--- src/rtl/inst_queue_if.sv ---
// Fetch/decode handshake bundle for the instruction queue.
// The master side is fetch + decode; the queue itself is the slave.
interface inst_queue_if #(
    parameter int WORD_SIZE = 32,
    parameter int BYTE_SIZE = 32,
    parameter int ISSUE     = 2
);
    localparam int CW = $clog2(ISSUE + 1);

    logic                     flush;
    logic                     in_valid;
    logic [CW-1:0]            in_count;
    logic [BYTE_SIZE-1:0]     in_pc;
    logic [ISSUE*WORD_SIZE-1:0] in_inst;
    logic                     in_ready;
    logic [CW-1:0]            out_count;
    logic [ISSUE*WORD_SIZE-1:0] out_inst;
    logic [ISSUE*BYTE_SIZE-1:0] out_pc;
    logic [CW-1:0]            out_take;
    logic                     empty;
    logic                     full;

    modport master (
        output flush, in_valid, in_count, in_pc, in_inst, out_take,
        input  in_ready, out_count, out_inst, out_pc, empty, full
    );

    modport slave (
        input  flush, in_valid, in_count, in_pc, in_inst, out_take,
        output in_ready, out_count, out_inst, out_pc, empty, full
    );
endinterface

--- src/rtl/inst_queue.sv ---
// Multi-issue circular instruction queue: up to ISSUE words in and out per cycle,
// each stored with its own PC; flush drops every entry.
module inst_queue #(
    parameter int WORD_SIZE = 32,
    parameter int BYTE_SIZE = 32,
    parameter int ISSUE     = 2,
    parameter int DEPTH     = 8
) (
    input  logic          clk,
    input  logic          rst_n,
    inst_queue_if.slave   bus
);
    localparam int CW = $clog2(ISSUE + 1);
    localparam int PW = $clog2(DEPTH);
    localparam int OW = $clog2(DEPTH + 1);

    logic [WORD_SIZE-1:0] inst_mem_q [DEPTH];
    logic [WORD_SIZE-1:0] inst_mem_d [DEPTH];
    logic [BYTE_SIZE-1:0] pc_mem_q   [DEPTH];
    logic [BYTE_SIZE-1:0] pc_mem_d   [DEPTH];
    logic [PW-1:0]        head_q, head_d;
    logic [PW-1:0]        tail_q, tail_d;
    logic [OW-1:0]        occ_q, occ_d;

    logic [CW-1:0]        enq_cnt;
    logic [CW-1:0]        taken;
    logic                 stop;
    logic                 enq;
    logic [PW-1:0]        widx;

    // Admission is based on registered occupancy only, so a dequeue in the
    // same cycle never frees room for the incoming group.
    assign bus.in_ready  = (occ_q <= OW'(DEPTH - ISSUE));
    assign bus.empty     = (occ_q == '0);
    assign bus.full      = (occ_q == OW'(DEPTH));
    assign bus.out_count = (occ_q >= OW'(ISSUE)) ? CW'(ISSUE) : occ_q[CW-1:0];

    assign enq   = bus.in_valid && bus.in_ready && !bus.flush;
    assign taken = (bus.out_take > bus.out_count) ? bus.out_count : bus.out_take;

    // A group ends at in_count or at the first all-zero word, whichever is first.
    always_comb begin
        enq_cnt = '0;
        stop    = 1'b0;
        for (int i = 0; i < ISSUE; i++) begin
            if (!stop && (CW'(i) < bus.in_count) &&
                (bus.in_inst[i*WORD_SIZE +: WORD_SIZE] != '0)) begin
                enq_cnt = CW'(i + 1);
            end else begin
                stop = 1'b1;
            end
        end
    end

    always_comb begin
        head_d     = head_q;
        tail_d     = tail_q;
        occ_d      = occ_q;
        inst_mem_d = inst_mem_q;
        pc_mem_d   = pc_mem_q;
        widx       = '0;
        if (bus.flush) begin
            head_d = '0;
            tail_d = '0;
            occ_d  = '0;
        end else begin
            for (int i = 0; i < ISSUE; i++) begin
                if (enq && (CW'(i) < enq_cnt)) begin
                    widx             = tail_q + PW'(i);
                    inst_mem_d[widx] = bus.in_inst[i*WORD_SIZE +: WORD_SIZE];
                    pc_mem_d[widx]   = bus.in_pc + BYTE_SIZE'(4 * i);
                end
            end
            if (enq) begin
                tail_d = tail_q + PW'(enq_cnt);
            end
            head_d = head_q + PW'(taken);
            occ_d  = occ_q + (enq ? OW'(enq_cnt) : OW'(0)) - OW'(taken);
        end
    end

    always_ff @(posedge clk) begin
        if (!rst_n) begin
            head_q <= '0;
            tail_q <= '0;
            occ_q  <= '0;
        end else begin
            head_q     <= head_d;
            tail_q     <= tail_d;
            occ_q      <= occ_d;
            inst_mem_q <= inst_mem_d;
            pc_mem_q   <= pc_mem_d;
        end
    end

    generate
        for (genvar gi = 0; gi < ISSUE; gi++) begin : g_out
            logic [PW-1:0] ridx;
            logic          live;
            assign ridx = head_q + PW'(gi);
            assign live = (CW'(gi) < bus.out_count);
            assign bus.out_inst[gi*WORD_SIZE +: WORD_SIZE] = live ? inst_mem_q[ridx] : '0;
            assign bus.out_pc[gi*BYTE_SIZE +: BYTE_SIZE]   = live ? pc_mem_q[ridx]   : '0;
        end
    endgenerate
endmodule

--- src/flat_wrapper.sv ---
// flat-port wrapper written by rule: the top's interface ports become plain ports
module inst_queue_flat 
#(
    parameter int WORD_SIZE = 32,
    parameter int BYTE_SIZE = 32,
    parameter int ISSUE     = 2,
    parameter int DEPTH     = 8
)
  (clk, rst_n, bus_flush, bus_in_valid, bus_in_count, bus_in_pc, bus_in_inst, bus_out_take, bus_in_ready, bus_out_count, bus_out_inst, bus_out_pc, bus_empty, bus_full);
  inst_queue_if #(.WORD_SIZE(WORD_SIZE), .BYTE_SIZE(BYTE_SIZE), .ISSUE(ISSUE)) bus_i ();
  input  logic clk;
  input  logic rst_n;
  input wire logic [$bits(bus_i.flush)-1:0] bus_flush;
  input wire logic [$bits(bus_i.in_valid)-1:0] bus_in_valid;
  input wire logic [$bits(bus_i.in_count)-1:0] bus_in_count;
  input wire logic [$bits(bus_i.in_pc)-1:0] bus_in_pc;
  input wire logic [$bits(bus_i.in_inst)-1:0] bus_in_inst;
  input wire logic [$bits(bus_i.out_take)-1:0] bus_out_take;
  output wire logic [$bits(bus_i.in_ready)-1:0] bus_in_ready;
  output wire logic [$bits(bus_i.out_count)-1:0] bus_out_count;
  output wire logic [$bits(bus_i.out_inst)-1:0] bus_out_inst;
  output wire logic [$bits(bus_i.out_pc)-1:0] bus_out_pc;
  output wire logic [$bits(bus_i.empty)-1:0] bus_empty;
  output wire logic [$bits(bus_i.full)-1:0] bus_full;
  assign bus_i.flush = bus_flush;
  assign bus_i.in_valid = bus_in_valid;
  assign bus_i.in_count = bus_in_count;
  assign bus_i.in_pc = bus_in_pc;
  assign bus_i.in_inst = bus_in_inst;
  assign bus_i.out_take = bus_out_take;
  assign bus_in_ready = bus_i.in_ready;
  assign bus_out_count = bus_i.out_count;
  assign bus_out_inst = bus_i.out_inst;
  assign bus_out_pc = bus_i.out_pc;
  assign bus_empty = bus_i.empty;
  assign bus_full = bus_i.full;
  inst_queue #(.WORD_SIZE(WORD_SIZE), .BYTE_SIZE(BYTE_SIZE), .ISSUE(ISSUE), .DEPTH(DEPTH)) u_core (.clk(clk), .rst_n(rst_n), .bus(bus_i));
endmodule
--- config.mk ---
export PLATFORM = sky130hd
export DESIGN_NAME = inst_queue_flat
export DESIGN_NICKNAME = d
export VERILOG_FILES = /design/src/rtl/inst_queue_if.sv /design/src/rtl/inst_queue.sv /design/src/flat_wrapper.sv
export SDC_FILE = /design/constraint.sdc
export NUM_CORES = 2
export LEC_CHECK = 0
export BUFFER_PORTS_ARGS = -buffer_cell sky130_fd_sc_hd__buf_2
export CAP_MARGIN = 0
export CORE_MARGIN = 2
export CORE_UTILIZATION = 67
export DETAILED_ROUTE_END_ITERATION = 12
export GPL_TIMING_DRIVEN = 0
export MAX_ROUTING_LAYER = met4
export PLACE_DENSITY_LB_ADDON = 0.1
export SYNTH_ARGS = -nofsm -noshare
export SYNTH_HDL_FRONTEND = slang
export SYNTH_SLANG_ARGS = --single-unit
--- constraint.sdc ---
create_clock -name clk -period 35.5 [get_ports clk]
set_input_delay 1.775 -clock clk [delete_from_list [all_inputs] [get_ports clk]]
set_output_delay 1.775 -clock clk [all_outputs]
set_load 0.05 [all_outputs]
After elaboration in Yosys (flattened, before gate mapping)
Index checks and enable logic that the tools add are counted.
- add/subtract/negate cells: 7
- magnitude comparators: 15
- equality and inequality tests: 1
- mux-type cells: 35
- bitwise operators: 6
- reductions and logical operators: 15
- operators with widths (cell ; number):
    $mux 256 ; 6
    $bwmux 256 ; 4
    $mux 32 ; 14
    $bmux 32 s3 ; 4
    $demux 32 s3 ; 2
    $reduce_bool 32->1 ; 2
    $add 32x3->32 const B ; 1
    $ge 4x4->1 const B ; 4
    $not 3->4 ; 4
    $lt 1x2->1 const A ; 6
    $logic_and 1x1->1 ; 9
    $lt 4x1->1 const B ; 2
    $mux 2 ; 4
    $add 3x1->3 const B ; 2
    $add 3x2->3 ; 2
    $add 4x4->4 ; 1
    $eq 4x4->1 const B ; 1
    $ge 4x2->1 const B ; 1
    $le 4x3->1 const B ; 1
    $logic_not 4->1 ; 1
    $sub 4x2->4 ; 1
    $gt 2x2->1 ; 1
    $not 1->1 ; 2
    $reduce_and 2->1 ; 1
    3 further kinds ; 3
- bits in registers: 522
- input bits: 104
- output and inout bits: 133
- logic and storage cells: 98

Logic depth before layout (Yosys ltp)
- word-level depth: 11
- gate-level depth with buffers: 17
- depth with buffers taken out: 17

Worst setup path before layout
Ideal clock, no wire load.
- kind: input port to flip-flop
- start point: in bus_flush
- end point: reg u_core.inst_mem_q[0] (netlist bit) (enable)
- library setup time: 0.857 ns
- data arrival time: 11.855 ns
- required time: 34.643 ns
- slack: 22.787 ns
- stages on the path: 2
- path buffers: 0
- path through: nand2b_1 -> inv_1
- word-level cells in the longest chain between the ends: 2
- ends and longest elaborated chain (element ; RTL line ; source):
    start: declaration ; flat_wrapper.sv:13 ; input wire logic [$bits(bus_i.flush)-1:0] bus_flush;
    $not 1->1 (no line) ; n/a ;
    $reduce_and 2->1 (no line) ; n/a ;
    end signal: assignment ; inst_queue.sv:91 ; inst_mem_q <= inst_mem_d;
    end: declaration ; inst_queue.sv:17 ; logic [WORD_SIZE-1:0] inst_mem_q [DEPTH];
Every way passes these cells.
A chain may end at the register's enable or synchronous reset.

Worst setup path in the final report
- start point: reg u_core.head_q[0]
- end point: out bus_out_pc[34]
- word-level cells in the longest chain between the ends: 6
- ends and longest elaborated chain (element ; RTL line ; source):
    start: declaration ; inst_queue.sv:21 ; logic [PW-1:0] head_q, head_d;
    start signal: assignment ; inst_queue.sv:84 ; head_q <= '0;
    start signal: assignment ; inst_queue.sv:88 ; head_q <= head_d;
    $add 3x1->3 ; inst_queue.sv:100 ; assign ridx = head_q + PW'(gi);
    $not 3->4 (implied by the code) ; inst_queue.sv:103 ; assign bus.out_pc[gi*BYTE_SIZE +: BYTE_SIZE] = live ? pc_mem_q[ridx] : '0;
    $bmux 32 s3 ; inst_queue.sv:103 ;
    $mux 32 (implied by the code) (2 in a row) ; inst_queue.sv:103 ;
    $mux 32 ; inst_queue.sv:103 ;
    end: declaration ; flat_wrapper.sv:22 ; output wire logic [$bits(bus_i.out_pc)-1:0] bus_out_pc;
Every way passes these cells. The select of a mux whose other input is x is not followed.

==> impl_metrics.py <==
metrics = {
    "route": {
        "wl_um": 129600,
        "first_pass_iters": 6,
        "drt_first_iter_violations": 5766,
        "drc": 0,
        "antenna_left": 0,
        "vias": 30710,
        "wl_per_cell_um": 31.82,
        "vias_per_cell": 7.542,
    },
    "floorplanning": {
        "core_area_um2": 52870,
        "die_y_um": 235.9,
        "ios": 237,
        "initial_core_util_pct": 68.15,
        "dieWidth_um": 235.9,
        "dieArea_um2": 55640,
        "row_count": 84,
    },
    "pwr": {
        "power_leakage_nw": 12.20,
        "power_frac_seq_pct": 28.6,
        "p_per_area_nw_per_um2": 64.81,
        "power.share.clock_pct": 24.3,
        "p_switching_mw": 1.096,
        "power.internal_mw": 1.480,
        "power_frac_comb_pct": 47.1,
        "swShare_pct": 42.54,
        "vdd_drop_max_uv": 60.22,
    },
    "layout": {
        "utilization_pct": 75.16,
        "areaGrowthSynthToFinish_pct": 10.29,
        "nNetsFinal": 3457,
        "drive_gt1_share_pct": 21.50,
    },
    "min_path": {
        "min_path_type": "reg2reg",
    },
    "sta": {
        "final_hold_viol_count": 0,
        "worst_slew_pin_slew_ps": 1496,
        "slew_viol_final": 1,
        "period_minus_slack_ps": 6463,
        "rsz0062_at_grt": "false",
        "tns_ps": 0,
        "setup_viol": 0,
        "skew_ps": 26.41,
        "maxSlewHeadroom_pct": -0.03951,
        "fin_crit_sh_pct": 18.21,
        "timing.fmax_mhz": 154.7,
    },
    "logic_synthesis": {
        "yosysWarnings": 0,
        "synth.largest_area_cell": "edfxtp_1",
        "async_flop_share_pct": 0,
        "synth_enable_flop_cells": 512,
        "synthTopCellsByArea": "edfxtp_1 43%, mux2i_1 17%, mux4_2 16%",
        "yosys-top-cells-count": "609 x mux2i_1, 544 x nand2_1, 512 x edfxtp_1, 354 x o21ai_0, 256 x mux4_2",
        "yosysSeqAreaShare_pct": 43.23,
        "syn_avg_cell_area_um2": 11.61,
        "ys.flop_type": "edfxtp_1",
        "synth.net_count": 3227,
        "synthMostInstantiatedCell": "mux2i_1",
        "ys_ff_latch": 522,
        "ys_types": 54,
        "synth_area_um2": 36030,
        "synth_top_area_share_pct": 42.68,
        "synthCells": 3104,
    },
    "clock_network": {
        "path_clk_slew_ps": 70,
        "cts_setup_buffers": 0,
        "post_cts_resized": 0,
        "cts-htree-levels": 2,
        "cts_max_path_buffers": 3,
        "clk_latency_ps": 660,
        "cts_hold_repair.buffers": 0,
        "cts_buffers": 58,
        "clockRootBuffer": "clkbuf_16",
        "cts.sinks": 522,
        "cts_tree": "built",
    },
    "run": {
        "maxCapViolations": 1,
    },
    "placed_design": {
        "gp_congestion": 0.9590,
        "post-dp-hpwl_um": 83280,
        "portBuffers": 165,
    },
    "worst_setup_path": {
        "slowest_stage": "buf_1",
        "crit_chain": "clkbuf_1 > clkbuf_1 > buf_1 > buf_2 > mux4_2 > nand2_1 > a21oi_1 > buf_2",
        "setup.worst_path.class": "reg2out",
        "cp-start-kind": "flip-flop",
        "worstPathRequired_ps": 33720,
        "cp-end-kind": "output port",
        "crit_family": "buffers and inverters",
        "cp_slowest_stage_delay_ps": 930,
        "worstPathMaxFanout": 11,
        "path_buf_inv": 5,
        "cp.arrival_ps": 4690,
    },
    "global_routing": {
        "antenna_found_initial": 7,
        "grt_start_max_net_pins": 132,
        "grt_pass1_vias": 29770,
        "overflow": 0,
        "grt_first_pass_wirelength_um": 188700,
        "grt_usage_pct": 46.99,
    },
    "status": {
        "violations": "capacitance limit, slew limit",
        "status": "finished with violations",
    },
}
-- area by class of cell --
class	count	area (µm²)
repair buffers	170	947.2
clock inverters	26	280.3
fillers	3550	13130
plain buffers	344	1619
clock buffers	77	1587
diodes	7	17.52
multi-input cells	2222	18780
inverters	16	67.56
well taps	688	860.8
flip-flops and latches	522	15570
-- stage by stage --
step	std cells	instance area (µm²)	hold slack [ps]	power [mW]	worst slack, ps
global placement	3957	37710	547.3	1.931	17960
global route	4072	39730	620.4	2.629	29080
CTS	4065	39720	589.5	2.541	29360
detailed placement	3962	37850	574.5	1.932	30040
finish	4072	39730	600.0	2.575	29040
floorplan	3104	36030	532.7	1.629	22790
-- worst paths after layout --
| kind | depth (start not counted) | start | slack [ps] | endpoint |
|---|---|---|---|---|
| max | 8 | u_core.head_q[0] | 29040 | bus_out_pc[34] |
| min | 1 | u_core.pc_mem_q[226] | 600 | u_core.pc_mem_q[226] |
| max reg2reg | 15 | u_core.occ_q[2] | 31510 | u_core.occ_q[2] |
| min reg2reg | 1 | u_core.pc_mem_q[226] | 600 | u_core.pc_mem_q[226] |
-- power by group through the flow --
stage	clock, mW	combinational, mW	sequential [mW]
floorplan	0	0.878	0.751
global route	0.637	1.25	0.739
global placement	0	1.17	0.763
CTS	0.615	1.19	0.735
detailed placement	0	1.18	0.748
finish	0.626	1.21	0.737
-- routing by layer --
metal / wire (µm) / up-vias / GRT usage [%]
met4: 9366 / 0 / 28.82
met5: 0 / - / -
li1: - / 12170 / -
met3: 20930 / 705 / 14.08
met1: 42800 / 14640 / 59.40
met2: 56470 / 3203 / 66.90
-- cell usage in the layout (no fill, tap or decap), types with 20 or more instances in the layout --
cell type,instances
buf_1,29
nor2_1,94
o21ai_1,52
xnor2_1,22
mux4_2,256
mux2i_1,609
clkbuf_16,61
a21oi_1,76
nand2_1,544
buf_2,303
clkbuf_1,161
o21ai_0,354
mux2_2,20
edfxtp_1,512
buf_4,21
-- flip-flops by register name, indices dropped and copies added, names as in the netlist --
register           count
u_core.tail_q          3
u_core.inst_mem_q    256
u_core.pc_mem_q      256
u_core.occ_q           4
u_core.head_q          3
-- cell families (layout without fill, tap and decap cells) --
group	after synthesis	in the layout	share of synthesized area (%)
adder cells (fa/ha/maj)	19	19	0.7432
flip-flops	522	522	43.23
buffers and inverters	360	633	4.661
XOR/XNOR	34	34	0.8266
multiplexers	885	885	33.55
other	0	7	0
AO/OA/AOI/OAI	530	530	7.801
AND/OR/NAND/NOR	754	754	9.186
Power figures use the tool's default switching activity.
